===== src/rtl/jam_lane_scheduler.sv =====
// jam_lane_scheduler
//   Consumer side of the jam-counter interface. Watches per-lane jam flags,
//   enables the jam counter while any lane is jammed, and hands the green
//   phase round-robin among jammed lanes, one counter period per turn.
//
//   Optional feature macro: JAM_ALL_RED_EN
//     defined   : a lane change passes through an all-red CLEAR phase of
//                 ALL_RED_CYCLES cycles (green_lane = 0) before the new green.
//     undefined : lane change is immediate, green to green.
//
// Parameters
//   N_LANES         number of lanes (>= 2)
//   ALL_RED_CYCLES  all-red clearance length in cycles (1..7), CLEAR only
//
// Ports
//   clk             system clock, rising edge
//   rst             synchronous active-high reset
//   lane_jam        per-lane jam level flags
//   jam_start       counter pulse: period started
//   jam_rotation    counter pulse: 15-cycle period elapsed
//   jam_counter_en  enables the jam counter (counter clears when low)
//   green_lane      one-hot green grant, all-zero = no jam green
//   cur_lane        index of the granted/selected lane
//   jam_active      high whenever the scheduler is not idle
//   rot_count       completed rotations since the last IDLE exit (wraps)
module jam_lane_scheduler #(
   parameter int N_LANES        = 4,
   parameter int ALL_RED_CYCLES = 2
) (
   input  logic                       clk,
   input  logic                       rst,
   input  logic [N_LANES-1:0]         lane_jam,
   input  logic                       jam_start,
   input  logic                       jam_rotation,
   output logic                       jam_counter_en,
   output logic [N_LANES-1:0]         green_lane,
   output logic [$clog2(N_LANES)-1:0] cur_lane,
   output logic                       jam_active,
   output logic [7:0]                 rot_count
);

   localparam int LW = $clog2(N_LANES);

`ifdef JAM_ALL_RED_EN
   typedef enum logic [1:0] {ST_IDLE, ST_ARM, ST_SERVE, ST_CLEAR} state_t;
`else
   typedef enum logic [1:0] {ST_IDLE, ST_ARM, ST_SERVE} state_t;
`endif

   state_t              r_state, w_state;
   logic                r_en, w_en;
   logic [N_LANES-1:0]  r_green, w_green;
   logic [LW-1:0]       r_cur, w_cur;
   logic [LW-1:0]       r_ptr, w_ptr;
   logic [7:0]          r_rot, w_rot;
   logic [LW-1:0]       w_sel_ptr;
   logic [LW-1:0]       w_sel_next;
   logic [LW-1:0]       w_cur_inc;
   logic                w_any;
`ifdef JAM_ALL_RED_EN
   // Remaining all-red cycles after the current one.
   logic [2:0]          r_clr, w_clr;
`endif

   function automatic logic [LW-1:0] f_inc(input logic [LW-1:0] idx);
      int v;
      v = (int'(idx) + 1) % N_LANES;
      return LW'(v);
   endfunction

   // First jammed lane searching from 'start' upward with wrap. Scanning
   // downward and overwriting leaves the lowest offset as the winner.
   // With no lane jammed the result is 'start' (callers check w_any).
   function automatic logic [LW-1:0] f_first_jam(input logic [N_LANES-1:0] jam,
                                                 input logic [LW-1:0]      start);
      logic [LW-1:0] sel;
      int            idx;
      sel = start;
      for (int k = N_LANES - 1; k >= 0; k--) begin
         idx = (int'(start) + k) % N_LANES;
         if (jam[LW'(idx)]) sel = LW'(idx);
      end
      return sel;
   endfunction

   function automatic logic [N_LANES-1:0] f_onehot(input logic [LW-1:0] idx);
      logic [N_LANES-1:0] oh;
      oh      = '0;
      oh[idx] = 1'b1;
      return oh;
   endfunction

   assign w_any      = |lane_jam;
   assign w_cur_inc  = f_inc(r_cur);
   assign w_sel_ptr  = f_first_jam(lane_jam, r_ptr);
   // Search strictly after cur_lane; cur_lane itself is the last candidate.
   assign w_sel_next = f_first_jam(lane_jam, w_cur_inc);

   always_comb begin
      w_state = r_state;
      w_en    = r_en;
      w_green = r_green;
      w_cur   = r_cur;
      w_ptr   = r_ptr;
      w_rot   = r_rot;
`ifdef JAM_ALL_RED_EN
      w_clr   = r_clr;
`endif
      case (r_state)
         ST_IDLE: begin
            if (w_any) begin
               w_state = ST_ARM;
               w_cur   = w_sel_ptr;
               w_en    = 1'b1;
               w_rot   = 8'd0;
            end
         end
         ST_ARM: begin
            // A start pulse wins over a same-cycle drop of all jam flags:
            // once the period has begun the turn is served to the end.
            if (jam_start) begin
               w_state = ST_SERVE;
               w_green = f_onehot(r_cur);
            end else if (!w_any) begin
               w_state = ST_IDLE;
               w_en    = 1'b0;
            end
         end
         ST_SERVE: begin
            if (jam_rotation) begin
               w_rot = r_rot + 8'd1;
               if (!w_any) begin
                  w_state = ST_IDLE;
                  w_en    = 1'b0;
                  w_green = '0;
                  w_ptr   = w_cur_inc;
               end else if (w_sel_next != r_cur) begin
                  w_cur = w_sel_next;
`ifdef JAM_ALL_RED_EN
                  w_state = ST_CLEAR;
                  w_green = '0;
                  w_clr   = 3'(ALL_RED_CYCLES - 1);
`else
                  w_green = f_onehot(w_sel_next);
`endif
               end
            end
         end
`ifdef JAM_ALL_RED_EN
         ST_CLEAR: begin
            // The counter keeps running; the new lane gets what is left.
            if (r_clr == 3'd0) begin
               w_state = ST_SERVE;
               w_green = f_onehot(r_cur);
            end else begin
               w_clr = r_clr - 3'd1;
            end
         end
`endif
         default: begin
            w_state = ST_IDLE;
            w_en    = 1'b0;
            w_green = '0;
         end
      endcase
   end

   always_ff @(posedge clk) begin
      if (rst) begin
         r_state <= ST_IDLE;
         r_en    <= 1'b0;
         r_green <= '0;
         r_cur   <= '0;
         r_ptr   <= '0;
         r_rot   <= 8'd0;
`ifdef JAM_ALL_RED_EN
         r_clr   <= 3'd0;
`endif
      end else begin
         r_state <= w_state;
         r_en    <= w_en;
         r_green <= w_green;
         r_cur   <= w_cur;
         r_ptr   <= w_ptr;
         r_rot   <= w_rot;
`ifdef JAM_ALL_RED_EN
         r_clr   <= w_clr;
`endif
      end
   end

   assign jam_counter_en = r_en;
   assign green_lane     = r_green;
   assign cur_lane       = r_cur;
   assign jam_active     = (r_state != ST_IDLE);
   assign rot_count      = r_rot;

endmodule


===== config.mk =====
export PLATFORM = sky130hd
export DESIGN_NAME = jam_lane_scheduler
export DESIGN_NICKNAME = d
export VERILOG_FILES = /design/src/rtl/jam_lane_scheduler.sv
export SDC_FILE = /design/constraint.sdc
export NUM_CORES = 1
export LEC_CHECK = 0
export CAP_MARGIN = 0
export CORE_UTILIZATION = 35
export DETAILED_ROUTE_END_ITERATION = 8
export GPL_TIMING_DRIVEN = 0
export SLEW_MARGIN = 0
export SYNTH_ARGS = -nofsm -noshare
export SYNTH_HDL_FRONTEND = slang
export SYNTH_SLANG_ARGS = --single-unit

===== constraint.sdc =====
create_clock -name clk -period 2.9 [get_ports clk]
set_input_delay 0.58 -clock clk [delete_from_list [all_inputs] [get_ports clk]]
set_output_delay 0.58 -clock clk [all_outputs]
set_load 0.05 [all_outputs]

* Word level (Yosys, flattened, before mapping) *
Cells that the tools add are included.

storage, ports and cells
  register bits = 19
  word-level logic and storage cells = 109

operators by class
  add/subtract/negate cells = 8
  order comparisons = 12
  equality and inequality tests = 10
  multiplexer cells = 59
  bitwise operators = 2
  reduce and logical (&&, ||, !) cells = 12

operator list
  operator                                                                             number
  2-bit by 4-bit < comparator with 1-bit output, second input constant                 8
  2-bit two-way mux                                                                    16
  1-bit two-way mux                                                                    22
  1-bit binary-select mux with 2-bit select                                            8
  4-bit two-way mux                                                                    4
  8-bit two-way mux                                                                    2
  8-bit case mux with 2 select lines                                                   1
  2-bit != test, second input constant                                                 6
  4-bit case mux with 3 select lines                                                   1
  3-bit AND reduction                                                                  3
  2-bit adder, second input constant                                                   4
  8-bit by 1-bit adder with 8-bit output, second input constant                        1
  2-bit by 1-bit adder with 2-bit output, second input constant                        3
  2-bit by 3-bit < comparator with 1-bit output, second input constant                 2
  2-bit case mux with 3 select lines                                                   1
  5-bit AND reduction                                                                  1
  1-bit demux with 2-bit select                                                        2
  2-bit by 1-bit greater-or-equal comparator with 1-bit output, second input constant  2
  2-bit case mux with 2 select lines                                                   1
  4-bit AND reduction                                                                  1
  2-bit nonzero test                                                                   2
  4-bit OR reduction                                                                   1
  3-bit != test, second input constant                                                 1
  1-bit case mux with 3 select lines                                                   1
  7 further kinds                                                                      9

* Longest topological paths before layout *
  depth in word-level cells = 17
  mapped depth = 10
  gate-level depth less buffers = 8

* Least setup slack after synthesis *
Ideal clock, no wire load.

  kind = register to register
  start = reg r_cur[0], in the netlist cur_lane[0]
  end = reg r_green[0], in the netlist green_lane[0]
  library setup time = 0.116 ns
  arrival time = 2.579 ns
  required time = 2.784 ns
  path slack = 0.205 ns
  stages on the path, launching flop included = 10
  clock period less this slack = 2.695 ns
  cell sequence = dfxtp_1 -> buf_4 -> inv_1 -> ha_1 -> buf_2 -> o311a_1 -> o21ai_0 -> nand4_1 -> and2_4 -> a31o_1

between the ends
  longest elaborated chain between the ends = 17
  elaborated cells on any way between the ends = 38

ends and longest elaborated chain
  item                                                                                                                                                 line  text
  from (decl)                                                                                                                                          53    logic [LW-1:0] r_cur, w_cur;
  from (signal assigned)                                                                                                                               183   r_cur <= w_cur;
  2-bit by 1-bit adder with 2-bit output (*)                                                                                                           67    v = (int'(idx) + 1) % N_LANES;
  via w_cur_inc[0]                                                                                                                                     58    logic [LW-1:0] w_cur_inc;
  2-bit adder                                                                                                                                          80    idx = (int'(start) + k) % N_LANES;
  1-bit binary-select mux with 2-bit select                                                                                                            81    if (jam[LW'(idx)]) sel = LW'(idx);
  1-bit two-way mux (not written as such) (2 in a row)                                                                                                 81
  2-bit two-way mux (3 in a row)                                                                                                                       81
  2-bit two-way mux (*)                                                                                                                                81
  2-bit by 3-bit < comparator with 1-bit output (not written as such) or 2-bit by 1-bit greater-or-equal comparator with 1-bit output (tied branches)  89    oh[idx] = 1'b1;
  1-bit logical AND (not written as such)                                                                                                              89
  1-bit two-way mux (not written as such)                                                                                                              89
  1-bit demux with 2-bit select                                                                                                                        89
  4-bit two-way mux                                                                                                                                    137   end else if (w_sel_next != r_cur) begin
  4-bit two-way mux                                                                                                                                    132   if (!w_any) begin
  4-bit two-way mux                                                                                                                                    130   if (jam_rotation) begin
  4-bit case mux with 3 select lines                                                                                                                   109   case (r_state)
  to (signal assigned)                                                                                                                                 182   r_green <= w_green;
  to (decl)                                                                                                                                            52    logic [N_LANES-1:0] r_green, w_green;

The timed path passes the listed nets; every way through them passes the cells marked *. The select of a mux whose other input is x is not followed.
A chain may end at the register's enable or synchronous reset.

* Worst setup path after layout *
  start = reg r_state[0]
  end = out jam_active

between the ends
  longest elaborated chain between the ends = 1

ends and longest elaborated chain
  item                    line  text
  from (decl)             50    state_t r_state, w_state;
  from (signal assigned)  180   r_state <= w_state;
  2-bit nonzero test      195   assign jam_active = (r_state != ST_IDLE);
  to (decl)               38    output logic jam_active,

No other way between the ends.

==> results.cfg <==
[run_status]
status = completed

[global_routing]
grt_pass1_vias = 1259
antenna_found_initial = 0
grt_use_total_pct = 17.1
grt-ovfl-total = 0
grt_max_degree = 11
grt_pass1_wl_um = 5620

[die]
start_util_pct = 37.2
die_w_um = 65.1
rows = 22
io_pins = 24
die_h_um = 65.1
die_area_um2 = 4230
core_um2 = 3740

[setup_path]
critPathCaptureType = output pin
critPathMaxFanout = 9
crit_type = flip-flop to output pin
start_kind = flip-flop
crit_arrival_ps = 2100
worst-endpoint-required_ps = 2320

[yosys]
syn_nets = 195
postSynthAreaPerCell_um2 = 7.82
ys_seq_elements = 19
async_flop_share_pct = 0
synthTopCellsByArea = dfxtp_1 27%, ha_1 8.1%, nor2_1 6.7%
ys_warn_count = 0
synthesis.area_um2 = 1390
yosysSeqAreaShare_pct = 27.3
synth_top_area_share_pct = 27.3
synth-edff-count = 0
synth_cell_types = 45
yosysTopAreaCell = dfxtp_1
synthCells = 178
synth-main-ff-cell = dfxtp_1

[sta]
clock_skew_ps = 5.72
drv_slew = 0
worstMarginPinSlew_ps = 576
min_period_ps = 2680
finalCritPeriodShare_pct = 92.4
rsz0062_at_grt = false
setup_tns_ps = 0
setup_viol = 0
hold_violations = 0
fmax_ghz = 0.373
relSlewSlack_pct = 61.3

[cells_and_area]
fill_cells = 391
area_growth_pct = 22.7
layout.nets = 221
drive_above_1_share_pct = 6.90
layout_common_cells = 25 x nor2_1, 21 x clkdlybuf4s50_1, 19 x dfxtp_1
multi_input_area_um2 = 915
final_common_cell = nor2_1
fin_area_um2 = 1710
diodes = 0
regArea_um2 = 380

[place]
placed_cell_area_um2 = 1660
gp_congestion = 0.882
dp_hpwl_um = 2590
io_buffer_count = 21

[clock_network]
htreeDepth = 1
numCtsBuffers = 3
clk_latency_ps = 250
cts_root_buf = clkbuf_8
cts_tree = yes
post_cts_buffers = 0
ctsResizeCount = 0
clk_pin_slew_ps = 70
postCtsHoldBufs = 0
cts_sinks = 19
cts_buffer_depth = 2

[detailed_routing]
vias_per_cell = 5.53
num_vias = 1387
wl_per_cell_um = 13.3
finalWirelength_um = 3340
drc_errors = 0
drtPass1Iterations = 4
antenna_left = 0
drtIter0Drc = 43

[min_path]
min_path_type = flip-flop to flip-flop

[flow_run]
drv_cap = 0

[pwr]
peakVddDrop_v = 0.000133
leakage_uw = 0.000620
cellPowerDensity_nw_per_um2 = 452
[power by group]
part	leakage (µW)	switching, µW	internal [µW]
combinational	0.000443	192	108
sequential	0.000154	11.8	273
clock	0.0000228	87.5	97.6
[layer usage]
| metal | GRT usage, % | routed length [µm] |
|---|---|---|
| met5 | 0 | 0 |
| met4 | 7.34 | 42 |
| met3 | 1.76 | 81 |
| met2 | 31.0 | 1680 |
| met1 | 20.1 | 1540 |
[metrics by stage]
step | setup slack (ps) | hold WS (ps) | util (%) | std cells | total power (µW)
after global placement | 187 | 462 | 44.4 | 247 | 586
after CTS | 239 | 477 | 45.6 | 251 | 773
after global routing | 36.4 | 505 | 45.6 | 251 | 819
after detailed placement | 141 | 465 | 44.4 | 247 | 590
after floorplan | 205 | 485 | - | 178 | 512
final | 220 | 472 | 45.6 | 251 | 771
[worst paths after layout]
check	startpoint	to	slack, ps	cells past startpoint
max	r_state[0]	jam_active	220	5
min	green_lane[1]	green_lane[1]	470	2
max reg2reg	cur_lane[0]	green_lane[0]	240	9
min reg2reg	green_lane[1]	green_lane[1]	470	2
[critical path, cell delays in order, from the launching register on]
cell and delay, ps:
dfxtp_1 390, inv_1 100, ha_1 200, clkbuf_1 210, inv_1 140, clkdlybuf4s50_1 810
[cell usage after synthesis, types with 3 or more instances]
cell type	n
nor2_1	25
o21ai_0	13
a211oi_1	3
nand4_1	6
dfxtp_1	19
mux2i_1	3
nand3_1	3
a21oi_1	9
ha_1	9
inv_1	10
clkbuf_1	3
nor2b_1	6
o31ai_1	4
xor2_1	4
nand2_1	15
a32oi_1	3
[flip-flops by register name, indices dropped and copies added, names as in the netlist]
name / cells
cur_lane: 2
green_lane: 4
jam_counter_en: 1
r_ptr: 2
r_state: 2
rot_count: 8
[final cells by class]
cell class,instances,share of cell area [%]
Sequential cell,19,22.3
Clock buffer,4,2.64
Tap cell,48,3.52
Timing Repair Buffer,21,12.3
Inverter,10,2.20
Buffer,9,3.45
Multi-Input combinational cell,140,53.6
[kinds of logic after synthesis]
kind of cell	Yosys count	share of synthesized area [%]
compound gates	52	26.3
xor+xnor	5	3.15
fa+ha+maj	9	8.09
buf+inv	19	6.92
flops	19	27.3
mux	3	2.16
simple gates	71	26.0
Power figures use the tool's default switching activity.
